### src/rtl/wl_afifo_pkg.sv
// Shared helpers for the wl_afifo read and write controllers: gray conversion,
// depth derivation and reset values of the status flags.
package wl_afifo_pkg;

    function automatic int depth_of(input int addr_w);
        return 1 << addr_w;
    endfunction

    function automatic logic [31:0] bin2gray(input logic [31:0] b);
        return b ^ (b >> 1);
    endfunction

    // Prefix XOR fold; the RTL uses wl_afifo_gray2bin, this is for reference/const use.
    function automatic logic [31:0] gray2bin(input logic [31:0] g);
        logic [31:0] b;
        b = g;
        b = b ^ (b >> 1);
        b = b ^ (b >> 2);
        b = b ^ (b >> 4);
        b = b ^ (b >> 8);
        b = b ^ (b >> 16);
        return b;
    endfunction

    localparam logic RST_EMPTY     = 1'b1;
    localparam logic RST_AEMPTY    = 1'b1;
    localparam logic RST_UNDERFLOW = 1'b0;

endpackage

### src/rtl/wl_afifo_rd_ctrl_if.sv
// Read-side bus of the wl_afifo: reader requests, write-pointer input and read-side status.
interface wl_afifo_rd_ctrl_if #(parameter int ADDR_W = 3);

    logic              rclr;
    logic              re;
    logic [ADDR_W:0]   r_gray_wptr;
    logic [ADDR_W:0]   aempty_thr;
    logic [ADDR_W-1:0] raddr;
    logic [ADDR_W:0]   g_rptr;
    logic              rempty;
    logic              ralmost_empty;
    logic [ADDR_W:0]   rlevel;
    logic              underflow;
    logic              underflow_sticky;

    modport master (
        output rclr, re, r_gray_wptr, aempty_thr,
        input  raddr, g_rptr, rempty, ralmost_empty, rlevel, underflow, underflow_sticky
    );

    modport slave (
        input  rclr, re, r_gray_wptr, aempty_thr,
        output raddr, g_rptr, rempty, ralmost_empty, rlevel, underflow, underflow_sticky
    );

endinterface

### src/rtl/wl_afifo_gray2bin.sv
// Parametrised gray-to-binary converter (XOR prefix from the MSB down); shared with the write side.
module wl_afifo_gray2bin #(
    parameter int W = 4
) (
    input  logic [W-1:0] gray,
    output logic [W-1:0] bin
);

    for (genvar i = 0; i < W; i++) begin : g_bit
        assign bin[i] = ^gray[W-1:i];
    end

endmodule

### src/rtl/wl_afifo_rd_ctrl.sv
// Read-side pointer/flag controller of the wl_afifo async FIFO (rclk domain).
// Define WL_AFIFO_RD_SYNC_EN to synchronise the raw write pointer inside this block.
module wl_afifo_rd_ctrl
    import wl_afifo_pkg::*;
#(
    parameter int ADDR_W      = 3,
    parameter int SYNC_STAGES = 2
) (
    input  logic             rclk,
    input  logic             rrst_b,
    wl_afifo_rd_ctrl_if.slave rd
);

    localparam int PW = ADDR_W + 1;

    if (SYNC_STAGES < 2) begin : g_bad_sync
        $error("wl_afifo_rd_ctrl: SYNC_STAGES must be >= 2");
    end

    logic [PW-1:0] wptr_s;
    logic [PW-1:0] wbin;
    logic [PW-1:0] bin_rptr;
    logic [PW-1:0] g_rptr_q;
    logic [PW-1:0] rlevel_q;
    logic          rempty_q;
    logic          aempty_q;
    logic          underflow_q;
    logic          sticky_q;

`ifdef WL_AFIFO_RD_SYNC_EN
    logic [PW-1:0] sync_q [SYNC_STAGES];

    always_ff @(posedge rclk or negedge rrst_b) begin
        if (!rrst_b) begin
            for (int i = 0; i < SYNC_STAGES; i++) sync_q[i] <= '0;
        end else if (rd.rclr) begin
            for (int i = 0; i < SYNC_STAGES; i++) sync_q[i] <= '0;
        end else begin
            sync_q[0] <= rd.r_gray_wptr;
            for (int i = 1; i < SYNC_STAGES; i++) sync_q[i] <= sync_q[i-1];
        end
    end

    assign wptr_s = sync_q[SYNC_STAGES-1];
`else
    assign wptr_s = rd.r_gray_wptr;
`endif

    wl_afifo_gray2bin #(.W(PW)) u_g2b (
        .gray (wptr_s),
        .bin  (wbin)
    );

    logic          rd_ok;
    logic [PW-1:0] bin_nxt;
    logic [PW-1:0] gray_nxt;
    logic [PW-1:0] level_nxt;

    always_comb begin
        rd_ok     = rd.re & ~rempty_q;
        bin_nxt   = bin_rptr + PW'(rd_ok);
        gray_nxt  = PW'(bin2gray(32'(bin_nxt)));
        level_nxt = wbin - bin_nxt;
    end

    // Flags are computed from the post-read pointer so the last read empties without a bubble.
    always_ff @(posedge rclk or negedge rrst_b) begin
        if (!rrst_b) begin
            bin_rptr    <= '0;
            g_rptr_q    <= '0;
            rlevel_q    <= '0;
            rempty_q    <= RST_EMPTY;
            aempty_q    <= RST_AEMPTY;
            underflow_q <= RST_UNDERFLOW;
            sticky_q    <= 1'b0;
        end else if (rd.rclr) begin
            bin_rptr    <= '0;
            g_rptr_q    <= '0;
            rlevel_q    <= '0;
            rempty_q    <= RST_EMPTY;
            aempty_q    <= RST_AEMPTY;
            underflow_q <= RST_UNDERFLOW;
            sticky_q    <= 1'b0;
        end else begin
            bin_rptr    <= bin_nxt;
            g_rptr_q    <= gray_nxt;
            rlevel_q    <= level_nxt;
            rempty_q    <= (gray_nxt == wptr_s);
            aempty_q    <= (level_nxt <= rd.aempty_thr);
            underflow_q <= rd.re & rempty_q;
            sticky_q    <= sticky_q | (rd.re & rempty_q);
        end
    end

    assign rd.raddr            = bin_rptr[ADDR_W-1:0];
    assign rd.g_rptr           = g_rptr_q;
    assign rd.rempty           = rempty_q;
    assign rd.ralmost_empty    = aempty_q;
    assign rd.rlevel           = rlevel_q;
    assign rd.underflow        = underflow_q;
    assign rd.underflow_sticky = sticky_q;

endmodule

### src/flat_wrapper.sv
// flat-port wrapper written by rule: the top's interface ports become plain ports
module wl_afifo_rd_ctrl_flat import wl_afifo_pkg::*;
#(
    parameter int ADDR_W      = 3,
    parameter int SYNC_STAGES = 2
)
  (rclk, rrst_b, rd_rclr, rd_re, rd_r_gray_wptr, rd_aempty_thr, rd_raddr, rd_g_rptr, rd_rempty, rd_ralmost_empty, rd_rlevel, rd_underflow, rd_underflow_sticky);
  wl_afifo_rd_ctrl_if #(.ADDR_W(ADDR_W)) rd_i ();
  input  logic rclk;
  input  logic rrst_b;
  input wire logic [$bits(rd_i.rclr)-1:0] rd_rclr;
  input wire logic [$bits(rd_i.re)-1:0] rd_re;
  input wire logic [$bits(rd_i.r_gray_wptr)-1:0] rd_r_gray_wptr;
  input wire logic [$bits(rd_i.aempty_thr)-1:0] rd_aempty_thr;
  output wire logic [$bits(rd_i.raddr)-1:0] rd_raddr;
  output wire logic [$bits(rd_i.g_rptr)-1:0] rd_g_rptr;
  output wire logic [$bits(rd_i.rempty)-1:0] rd_rempty;
  output wire logic [$bits(rd_i.ralmost_empty)-1:0] rd_ralmost_empty;
  output wire logic [$bits(rd_i.rlevel)-1:0] rd_rlevel;
  output wire logic [$bits(rd_i.underflow)-1:0] rd_underflow;
  output wire logic [$bits(rd_i.underflow_sticky)-1:0] rd_underflow_sticky;
  assign rd_i.rclr = rd_rclr;
  assign rd_i.re = rd_re;
  assign rd_i.r_gray_wptr = rd_r_gray_wptr;
  assign rd_i.aempty_thr = rd_aempty_thr;
  assign rd_raddr = rd_i.raddr;
  assign rd_g_rptr = rd_i.g_rptr;
  assign rd_rempty = rd_i.rempty;
  assign rd_ralmost_empty = rd_i.ralmost_empty;
  assign rd_rlevel = rd_i.rlevel;
  assign rd_underflow = rd_i.underflow;
  assign rd_underflow_sticky = rd_i.underflow_sticky;
  wl_afifo_rd_ctrl #(.ADDR_W(ADDR_W), .SYNC_STAGES(SYNC_STAGES)) u_core (.rclk(rclk), .rrst_b(rrst_b), .rd(rd_i));
endmodule
### config.mk
export PLATFORM = sky130hd
export DESIGN_NAME = wl_afifo_rd_ctrl_flat
export DESIGN_NICKNAME = d
export VERILOG_FILES = /design/src/rtl/wl_afifo_pkg.sv /design/src/rtl/wl_afifo_rd_ctrl_if.sv /design/src/rtl/wl_afifo_gray2bin.sv /design/src/rtl/wl_afifo_rd_ctrl.sv /design/src/flat_wrapper.sv
export SDC_FILE = /design/constraint.sdc
export NUM_CORES = 1
export LEC_CHECK = 0
export CAP_MARGIN = 20
export CORE_MARGIN = 5
export CORE_UTILIZATION = 45
export CTS_BUF_LIST = sky130_fd_sc_hd__clkbuf_16
export CTS_CLUSTER_DIAMETER = 40
export DETAILED_ROUTE_END_ITERATION = 10
export PLACE_DENSITY = 0.84
export RECOVER_POWER = 50
export SYNTH_ARGS = -nofsm -noshare
export SYNTH_HDL_FRONTEND = slang
export SYNTH_SLANG_ARGS = --single-unit
### constraint.sdc
create_clock -name rclk -period 8.4 [get_ports rclk]
set_clock_uncertainty 0.1 [all_clocks]
set_input_delay 2.1 -clock rclk [delete_from_list [all_inputs] [get_ports rclk]]
set_output_delay 2.1 -clock rclk [all_outputs]
set_load 0.02 [all_outputs]
== Word-level counts from Yosys, hierarchy flattened ==
Cells that the tools add are included.
Widths: inputs -> output; s select.

* Register bits after elaboration: 16
* Bits in latches: 0
* Bits in writable memories: 0
* Memory bits (read-only): 0
* Bits of input ports: 12
* Output and inout port bits: 15
* Memories: 0

* $add $sub $neg: 2
* Multipliers: 0
* Divide/modulo/power cells: 0
* Magnitude comparators: 1
* Equal/unequal tests: 1
* Shifts and indexed selects: 0
* Multiplexer cells: 7
* Bitwise logic cells: 5
* Reductions and logical operators: 3

{| class="wikitable"
|+ Operator list
! cell !! count
|-
| $mux 4 || 3
|-
| $add 4x1->4 || 1
|-
| $eq 4x4->1 || 1
|-
| $le 4x4->1 || 1
|-
| $mux 1 || 4
|-
| $reduce_xor 4->1 || 1
|-
| $sub 4x4->4 || 1
|-
| $xor 4x3->4 || 1
|-
| $reduce_xor 3->1 || 1
|-
| $and 1x1->1 || 2
|-
| $reduce_xor 2->1 || 1
|-
| $not 1->1 || 1
|-
| $or 1x1->1 || 1
|}

== Longest topological paths before layout ==
Gate-level depths: netlist of the first run.

* Depth after elaboration: 6
* Gate-level depth with buffers: 12
* Depth with buffers taken out: 12

== Cells and area by module ==
From an unflattened synthesis of the first run, not the netlist that was laid out.

* Cell total of the unflattened synthesis: 84
* Area, all modules: 913.4 µm²

{| class="wikitable"
|+ Modules (own cells, without submodules)
! module !! instances !! cells an instance !! area each (µm²) !! sequential area each (µm²)
|-
| wl_afifo_rd_ctrl || 1 || 79 || 863.3 || 377.9
|-
| wl_afifo_gray2bin || 1 || 5 || 50.0 || 0.0
|}

== Worst setup path after synthesis of the first run ==
No wires, ideal clock.

* Kind: input -> register
* Start: in rd_r_gray_wptr[3]
* End: reg u_core.aempty_q, in the netlist u_core.rd.ralmost_empty
* Setup time: 0.079 ns
* Data arrival time: 4.234 ns
* Required time: 8.221 ns
* Setup slack: 3.987 ns
* Stages: 11
* Cells stage by stage: xor2_1 xnor2_1 xor2_1 ha_1 fa_1 inv_1 ha_1 nor2b_1 o21a_1 o21a_1 o21ai_0

* Word-level cells in the longest chain between the ends: 4
* Elaborated cells between the ends (all ways): 6
* Classes of those cells: add/sub (1); order compare (1); mux (1); reduce/logical (3)

{| class="wikitable"
|+ RTL lines
! what !! line !! text
|-
| from (decl) || flat_wrapper.sv:13 || <nowiki>input wire logic [$bits(rd_i.r_gray_wptr)-1:0] rd_r_gray_wptr;</nowiki>
|-
| $reduce_xor 4->1, or another cell as far along || wl_afifo_gray2bin.sv:10 || <nowiki>assign bin[i] = ^gray[W-1:i];</nowiki>
|-
| $sub 4x4->4 * || wl_afifo_rd_ctrl.sv:63 || <nowiki>level_nxt = wbin - bin_nxt;</nowiki>
|-
| $le 4x4->1 * || wl_afifo_rd_ctrl.sv:89 || <nowiki>aempty_q <= (level_nxt <= rd.aempty_thr);</nowiki>
|-
| $mux 1 * || wl_afifo_rd_ctrl.sv:76 || <nowiki>end else if (rd.rclr) begin</nowiki>
|-
| to (signal assigned) || wl_afifo_rd_ctrl.sv:89 ||
|-
| to (decl) || wl_afifo_rd_ctrl.sv:26 || <nowiki>logic aempty_q;</nowiki>
|}

Every way passes the cells marked *; elsewhere a longest branch is shown, timed or not.

== Final worst setup path of the first run ==
* Start: in rd_re
* End: reg u_core.aempty_q, in the netlist u_core.rd.ralmost_empty

* Word-level cells in the longest chain between the ends: 5

{| class="wikitable"
|+ RTL lines
! what !! line !! text
|-
| from (decl) || flat_wrapper.sv:12 || <nowiki>input wire logic [$bits(rd_i.re)-1:0] rd_re;</nowiki>
|-
| $and 1x1->1 || wl_afifo_rd_ctrl.sv:60 || <nowiki>rd_ok = rd.re & ~rempty_q;</nowiki>
|-
| $add 4x1->4 || wl_afifo_rd_ctrl.sv:61 || <nowiki>bin_nxt = bin_rptr + PW'(rd_ok);</nowiki>
|-
| $sub 4x4->4 || wl_afifo_rd_ctrl.sv:63 ||
|-
| $le 4x4->1 || wl_afifo_rd_ctrl.sv:89 ||
|-
| $mux 1 || wl_afifo_rd_ctrl.sv:76 ||
|}

No other way between the ends.

==> results.cfg, run 1 <==
[status]
outcome = completed

[clock_network]
clkTransAtPathRegs_ns = 0.04
cts_tree = yes
clock_path_buffers = 2
cts-root-buf = clkbuf_16
h-tree-depth = 1
hold_buffers = 0
cts_resized = 0
insertion_delay_ns = 0.24
numCtsBuffers = 3
post_cts_buffers = 0
cts.sinks = 15

[final_layout]
final_core_util = 0.691
area_delta_synth_final_pct = 42.4
nNetsFinal = 133
most-common-layout-cells = clkdlybuf4s50_1 (19), dfrtp_1 (13), nor2_1 (11), inv_1 (10), ha_1 (9)
final_layout_size_suffix_gt1_frac = 0.0545
num-fill-cells = 123
final_common_cell = clkdlybuf4s50_1
diodes = 0

[detailed_routing]
route.detailed.drc = 0
dr.pass1.iters = 4
drt-initial-drc-count = 8
wl_per_cell_um = 12.7
antenna_left = 0
routed_wl_mm = 1.71
via_per_inst = 4.73
num_vias = 638

[die]
start_util = 0.485
ioPinCount = 27
die_h_um = 53.8
fp.dieW_um = 53.8
rows = 15
die-area_mm2 = 0.00290
coreArea_mm2 = 0.00178

[synthesis]
synth_mux_area_frac = 0.0130
syn_inst = 81
synthTopCellsByArea = dfrtp_1 (38%), ha_1 (13%), dfstp_2 (6.1%)
syn-cell-area_um2 = 865
synth-compound-area-share = 0.0781
synth_top_family_by_area = XOR/XNOR gates
synth_top_cell_area_share = 0.376
synth.avg_cell_area_um2 = 10.7
synth_seq_area_share = 0.437
yosysTopAreaCell = dfrtp_1
synth-seq-cells = 15
yosysWarnings = 0
syn-num-nets = 103
yosys.area_share.simple = 0.117
synth_xor_area_frac = 0.158
synth_adder_area_share = 0.153
yosysUniqueCellTypes = 24

[timing]
slew_headroom = 0.588
hold_ws_ns = 0.414
period_needed_ns = 5.02
rsz0062_at_grt = false
finalSetupTns_ns = 0
setup_viol = 0
finalCritPeriodShare = 0.597
worst_pin_slew_ns = 0.615
hold_viol_final = 0
slew_viol_final = 0
fmax_mhz = 199

[worst_setup_path]
crit_chain = dlygate4sd3_1 -> nor2b_1 -> ha_1 -> ha_1 -> inv_1 -> ha_1 -> nor2b_1 -> o21ai_0 -> a21o_1 -> nand2_1 -> ha_1 -> a41oi_1 -> o21ai_0
rr_endpoint = u_core.rd.ralmost_empty$_DFF_PN1_
crit_path_start_kind = input pin
critPathSlowestCell = dlygate4sd3_1
worstSetupEndpointType = register
slowest_delay_ns = 0.56
rr_worst_depth = 12
critPathBufInv = 2
critPathTopFamily = adder cells
crit_path_frequent_cell = ha_1
arrival_ns = 5.07
crit_type = input pin to register
path_max_fanout = 5
reg2reg_slack_ns = 5.36
reg2reg_from = u_core.rd.rempty$_DFF_PN1_
crit_required_ns = 8.45

[global_routing]
grt_overflow = 0
antenna_found_initial = 0
grt_pass1_vias = 639
track_usage = 0.144
grt_pass1_wl_mm = 2.90
grt_max_degree = 16

[place]
post-dp-hpwl_mm = 1.39
io_buffer_count = 26
gp_congestion = 0.747

[min_path]
hold_path.class = register to register
hold_depth = 2
min_to = u_core.rd.underflow_sticky$_DFF_PN0_
hp-start = u_core.rd.underflow_sticky$_DFF_PN0_

[power_and_ir_drop]
vdd_drop_max_mv = 0.122
power_density_mw_per_mm2 = 193
p_leak_nw = 0.584

[flow_run]
maxCapViolations = 0
[tightest hold or removal path, stage by stage, from the launching register on]
cell and delay (ns):
dfrtp_1 0.36, inv_1 0.05, a21oi_1 0.05
[worst max-delay path by stage]
stage | to | startpoint | cells past startpoint
floorplan | u_core.rd.ralmost_empty$_DFF_PN1_ | rd_r_gray_wptr[3] | 11
detailed placement | u_core.rd.ralmost_empty$_DFF_PN1_ | rd_r_gray_wptr[2] | 12
global placement | u_core.rd.ralmost_empty$_DFF_PN1_ | rd_re | 13
finish | u_core.rd.ralmost_empty$_DFF_PN1_ | rd_re | 13
CTS | u_core.rd.ralmost_empty$_DFF_PN1_ | rd_re | 13
global route | u_core.rd.ralmost_empty$_DFF_PN1_ | rd_re | 13
[where the power goes]
part	switching [mW]	internal, mW
combinational	0.0342	0.0331
sequential	0.00185	0.0797
clock	0.0261	0.0628
total	0.0622	0.176
[state kept, by name (all words and copies together), names as in the netlist]
name and count:
u_core.rd.underflow 1, u_core.rd.ralmost_empty 1, u_core.rd.rlevel 4, u_core.rd.rempty 1
u_core.rd.g_rptr 3, u_core.bin_rptr 4, u_core.rd.underflow_sticky 1
[per-stage QoR]
stage	area [um2]	instances	worst slack, ns	power (mW)
final	1230	135	3.38	0.238
after global routing	1230	135	3.18	0.250
after CTS	1230	135	3.50	0.241
after detailed placement	1150	131	3.28	0.152
after global placement	1150	131	3.37	0.149
after floorplan	865	81	3.99	0.124
[synthesized netlist by cell type]
| cell type | number |
|---|---|
| dfrtp_1 | 13 |
| nor2_1 | 11 |
| ha_1 | 9 |
| inv_1 | 9 |
| xnor2_1 | 6 |
| nor2b_1 | 5 |
| xor2_1 | 5 |
| a21oi_1 | 2 |
| dfstp_2 | 2 |
| nand2_1 | 2 |
| nand3_1 | 2 |
| o21a_1 | 2 |
| o21ai_0 | 2 |
| a21boi_0 | 1 |
| a21o_1 | 1 |
| a31o_1 | 1 |
| a41oi_1 | 1 |
| and2_1 | 1 |
| clkbuf_1 | 1 |
| fa_1 | 1 |
| mux2_1 | 1 |
| nor3_1 | 1 |
| xor2_2 | 1 |
| xor3_1 | 1 |
[metal layers]
metal,share of wire,vias to the layer above,track usage
met3,0.041,5,0.0166
met4,0.030,0,0.102
met5,0,-,0
met2,0.50,23,0.240
li1,-,320,-
met1,0.43,290,0.170
[cell families (layout without fill, tap and decap cells)]
| logic type | Yosys count | in the layout |
|---|---|---|
| flops | 15 | 15 |
| compound gates | 10 | 10 |
| simple gates | 22 | 22 |
| mux | 1 | 1 |
| xor+xnor | 13 | 13 |
| buf+inv | 10 | 39 |
| fa+ha+maj | 10 | 10 |
[layout make-up]
cell class	count	area [um2]	share of cell area
Multi-Input combinational cell	56	449	0.365
Timing Repair Buffer	26	260	0.211
Clock buffer	3	75.1	0.0610
Inverter	9	33.8	0.0274
Clock inverter	1	3.75	0.00305
Tap cell	25	31.3	0.0254
Sequential cell	15	378	0.307
Power figures use the tool's default switching activity.
==> run 2: changes to the inputs <==
- clock period: 8.4 -> 4.95 ns (I/O delays scaled with it)
==> run 2 against run 1 <==
Via count is the same. Sequential cell count is the same. Non-clock buffer count stayed put. Hold slack better by 0.0073 ns. Die area unchanged. Final area is the same. Critical path type unchanged. Highest routed layer unchanged.
==> results.cfg, run 2 (same netlist as run 1, synthesis figures left out) <==
[worst_setup_path]
arrival_ns = 4.21
reg2reg_slack_ns = 1.92
crit_required_ns = 5.00
crit_type = input pin to register
path_max_fanout = 5
worstSetupEndpointType = register
crit_path_frequent_cell = ha_1
reg2reg_from = u_core.rd.rempty$_DFF_PN1_
crit_path_start_kind = input pin
slowest_delay_ns = 0.56
crit_chain = dlygate4sd3_1 -> nor2b_1 -> ha_1 -> ha_1 -> inv_1 -> ha_1 -> nor2b_1 -> o21ai_0 -> a21o_1 -> nand2_1 -> ha_1 -> a41oi_1 -> o21ai_0
critPathSlowestCell = dlygate4sd3_1
rr_worst_depth = 12
rr_endpoint = u_core.rd.ralmost_empty$_DFF_PN1_

[min_path]
min_to = u_core.rd.underflow_sticky$_DFF_PN0_
hold_path.class = register to register
hold_depth = 2
hp-start = u_core.rd.underflow_sticky$_DFF_PN0_

[timing]
hold_viol_final = 0
slew_viol_final = 0
rsz0062_at_grt = false
finalCritPeriodShare = 0.840
fmax_mhz = 240
worst_pin_slew_ns = 0.632
setup_viol = 0
finalSetupTns_ns = 0
slew_headroom = 0.577
period_needed_ns = 4.16

[place]
place_inst = 131
io_buffer_count = 26
gp_congestion = 0.799
post-dp-hpwl_mm = 1.48
place_area_mm2 = 0.00115

[clock_network]
insertion_delay_ns = 0.24
clkTransAtPathRegs_ns = 0.05
post_cts_buffers = 0
numCtsBuffers = 3
cts-root-buf = clkbuf_16
hold_buffers = 0
cts_tree = yes
cts_resized = 0
cts.sinks = 15
h-tree-depth = 1
clock_path_buffers = 2

[final_layout]
layout.cells.non_filler = 135
nNetsFinal = 133
area_delta_synth_final_pct = 42.4
final_area_mm2 = 0.00123
final_layout_size_suffix_gt1_frac = 0.0545
most-common-layout-cells = clkdlybuf4s50_1 (19), dfrtp_1 (13), nor2_1 (11), inv_1 (10), ha_1 (9)
final_common_cell = clkdlybuf4s50_1
diodes = 0

[flow_run]
maxCapViolations = 0

[detailed_routing]
via_per_inst = 4.73
drt-initial-drc-count = 6
antenna_left = 0
wl_per_cell_um = 13.8
num_vias = 638
dr.pass1.iters = 4
routed_wl_mm = 1.87
route.detailed.drc = 0

[global_routing]
grt_pass1_vias = 711
track_usage = 0.153
grt_max_degree = 16
antenna_found_initial = 0
grt_overflow = 0
grt_pass1_wl_mm = 3.13

[status]
outcome = completed

[power_and_ir_drop]
vdd_drop_max_mv = 0.191
p_leak_nw = 0.586
power_density_mw_per_mm2 = 331
power_uw = 407

[die]
die-area_mm2 = 0.00290
ioPinCount = 27
rows = 15
coreArea_mm2 = 0.00178
fp.dieW_um = 53.8
die_h_um = 53.8
start_util = 0.485
run 2: cell type report:
class	instances	area, um2
Clock buffer	3	75.1
Clock inverter	1	3.75
Fill cell	122	552
Inverter	9	33.8
Multi-Input combinational cell	56	449
Sequential cell	15	378
Tap cell	25	31.3
Timing Repair Buffer	26	260
run 2: how the worst max path moves through the flow:
stage,startpoint,to,slack (ns),cells past startpoint
final,rd_re,u_core.rd.ralmost_empty$_DFF_PN1_,0.79,13
after global routing,rd_re,u_core.rd.ralmost_empty$_DFF_PN1_,0.56,13
after CTS,rd_r_gray_wptr[3],u_core.rd.ralmost_empty$_DFF_PN1_,0.92,12
after detailed placement,rd_r_gray_wptr[3],u_core.rd.ralmost_empty$_DFF_PN1_,0.68,12
after global placement,rd_re,u_core.rd.ralmost_empty$_DFF_PN1_,0.80,13
after floorplan,rd_r_gray_wptr[3],u_core.rd.ralmost_empty$_DFF_PN1_,1.40,11
run 2: critical path: cells and delay by family:
family	cells	cell delay (ns)
compound gates	4	0.75
buf+inv	2	0.69
fa+ha+maj	4	1.19
simple gates	3	0.33
run 2: where the power goes:
group	total [mW]	switching, mW	internal (mW)	leakage, nW
Sequential	0.139	0.00383	0.135	0.195
Combinational	0.117	0.0596	0.0570	0.348
Clock	0.152	0.0449	0.107	0.0423
run 2: per-layer routing:
layer  GRT usage  wire [um]
met1       0.164        784
met4      0.0936         46
met3      0.0305         88
met5           0          0
met2       0.272        948
run 2: per-stage QoR:
step / hold WS (ns) / util / worst slack, ns
after floorplan: 0.448 / - / 1.40
after global placement: 0.402 / 0.646 / 0.800
after detailed placement: 0.415 / 0.646 / 0.677
after CTS: 0.422 / 0.691 / 0.922
after global routing: 0.442 / 0.691 / 0.559
final: 0.421 / 0.691 / 0.791
==> run 3: changes to the inputs <==
- CORE_UTILIZATION: 45 -> 40
- PLACE_DENSITY: 0.84 -> 0.79
- clock period: 4.95 -> 3.65 ns (I/O delays scaled with it)
==> run 3 against run 2 <==
Routed wire length increased by 5.6%. Highest routed layer unchanged. Non-clock buffer count increased by 12. Critical path depth decreased by 1. Setup slack got worse by 0.68 ns. Clock power increased by 36%. Largest cell class unchanged. Die area increased by 10%.
==> results.cfg, run 3 (same netlist as run 1, synthesis figures left out) <==
[final_layout]
diodes = 0
final_common_cell = clkdlybuf4s50_1
most-common-layout-cells = clkdlybuf4s50_1 (20), dfrtp_1 (13), nor2_1 (11), buf_4 (11), inv_1 (10)
nNetsFinal = 145
area_delta_synth_final_pct = 55.3
final_layout_size_suffix_gt1_frac = 0.164
final_core_util = 0.671

[clock_network]
cts_tree = yes
cts.sinks = 15
h-tree-depth = 1
insertion_delay_ns = 0.24
clock_path_buffers = 2
cts-root-buf = clkbuf_16
numCtsBuffers = 3
clkTransAtPathRegs_ns = 0.05
hold_buffers = 0

[detailed_routing]
antenna_left = 0
via_per_inst = 4.64
wl_per_cell_um = 13.2
num_vias = 692
dr.pass1.iters = 4
routed_wl_mm = 1.97
route.detailed.drc = 0
drt-initial-drc-count = 4

[global_routing]
grt_pass1_vias = 730
track_usage = 0.135
grt_pass1_wl_mm = 3.25
antenna_found_initial = 0
grt_overflow = 0
grt_max_degree = 16

[power_and_ir_drop]
vdd_drop_max_mv = 0.312
p_leak_nw = 0.638
power_density_mw_per_mm2 = 422

[die]
fp.dieW_um = 56.5
start_util = 0.432
die-area_mm2 = 0.00319
coreArea_mm2 = 0.00200
die_h_um = 56.5
rows = 16
ioPinCount = 27

[timing]
setup_viol = 0
hold_ws_ns = 0.429
hold_viol_final = 0
period_needed_ns = 3.54
worst_pin_slew_ns = 0.635
rsz0062_at_grt = false
slew_headroom = 0.575
fmax_mhz = 283
slew_viol_final = 0
finalCritPeriodShare = 0.969

[worst_setup_path]
arrival_ns = 3.60
rr_worst_depth = 12
slowest_delay_ns = 0.53
crit_path_start_kind = input pin
worstSetupEndpointType = register
crit_type = input pin to register
path_max_fanout = 2
crit_required_ns = 3.71
reg2reg_slack_ns = 0.86
crit_chain = clkdlybuf4s50_1 -> xor2_2 -> xnor2_1 -> xor2_1 -> ha_1 -> fa_1 -> inv_1 -> ha_1 -> nor2b_1 -> o21a_1 -> o21a_1 -> o21ai_0
critPathSlowestCell = clkdlybuf4s50_1

[status]
outcome = completed

[min_path]
hold_depth = 2
hold_path.class = register to register

[flow_run]
maxCapViolations = 0

[place]
io_buffer_count = 26
gp_congestion = 0.716
post-dp-hpwl_mm = 1.54
[run 3: final cells by class]
type	instances	area, um2
Timing Repair Buffer	38	347
Inverter	9	33.8
Clock inverter	1	3.75
Sequential cell	15	378
Fill cell	152	659
Tap cell	27	33.8
Clock buffer	3	75.1
Multi-Input combinational cell	56	472
[run 3: path summary, 6_finish.rpt]
kind                                            startpoint                           endpoint
worst min register to register  u_core.rd.rempty$_DFF_PN1_      u_core.rd.underflow$_DFF_PN0_
worst max register to register  u_core.rd.rempty$_DFF_PN1_  u_core.rd.ralmost_empty$_DFF_PN1_
worst max-delay path                     rd_r_gray_wptr[2]  u_core.rd.ralmost_empty$_DFF_PN1_
max in group asynchronous                           rrst_b      u_core.rd.g_rptr[2]$_DFF_PN0_
worst min-delay path            u_core.rd.rempty$_DFF_PN1_      u_core.rd.underflow$_DFF_PN0_
min in group asynchronous                           rrst_b      u_core.rd.rlevel[2]$_DFF_PN0_
[run 3: repair_timing]
action,CTS,global route
resized for setup,0,4
buffers inserted,0,0
setup endpoints to repair,0,1
[run 3: worst max-delay path, delay by kind of cell]
kind	cells	cell delay, ns
and+or+nand+nor	1	0.13
buffers and inverters	2	0.58
xor gates and xnor gates	3	0.46
AOI/OAI and AO/OA	3	0.49
adders and majority gates	3	1.02
[run 3: metal layers]
metal,share of wire,track usage
met5,0,0
met4,0.028,0.0814
met3,0.046,0.0275
met2,0.51,0.226
met1,0.42,0.156
[run 3: metrics by stage]
| step | worst slack (ns) | cells | instance area, um2 | power [mW] | setup TNS, ns |
|---|---|---|---|---|---|
| floorplan | 0.425 | 81 | 865 | 0.286 | 0 |
| global placement | -0.0737 | 145 | 1240 | 0.357 | -0.0737 |
| detailed placement | -0.191 | 145 | 1240 | 0.364 | -0.191 |
| CTS | 0.0243 | 149 | 1320 | 0.570 | 0 |
| global route | 0.000545 | 149 | 1340 | 0.597 | 0 |
| finish | 0.112 | 149 | 1340 | 0.567 | 0 |
[run 3: report_power, final]
group          internal, mW  switching (mW)  leakage, nW
Combinational        0.0894          0.0826        0.400
Sequential            0.184         0.00578        0.195
Clock                 0.145          0.0612       0.0423
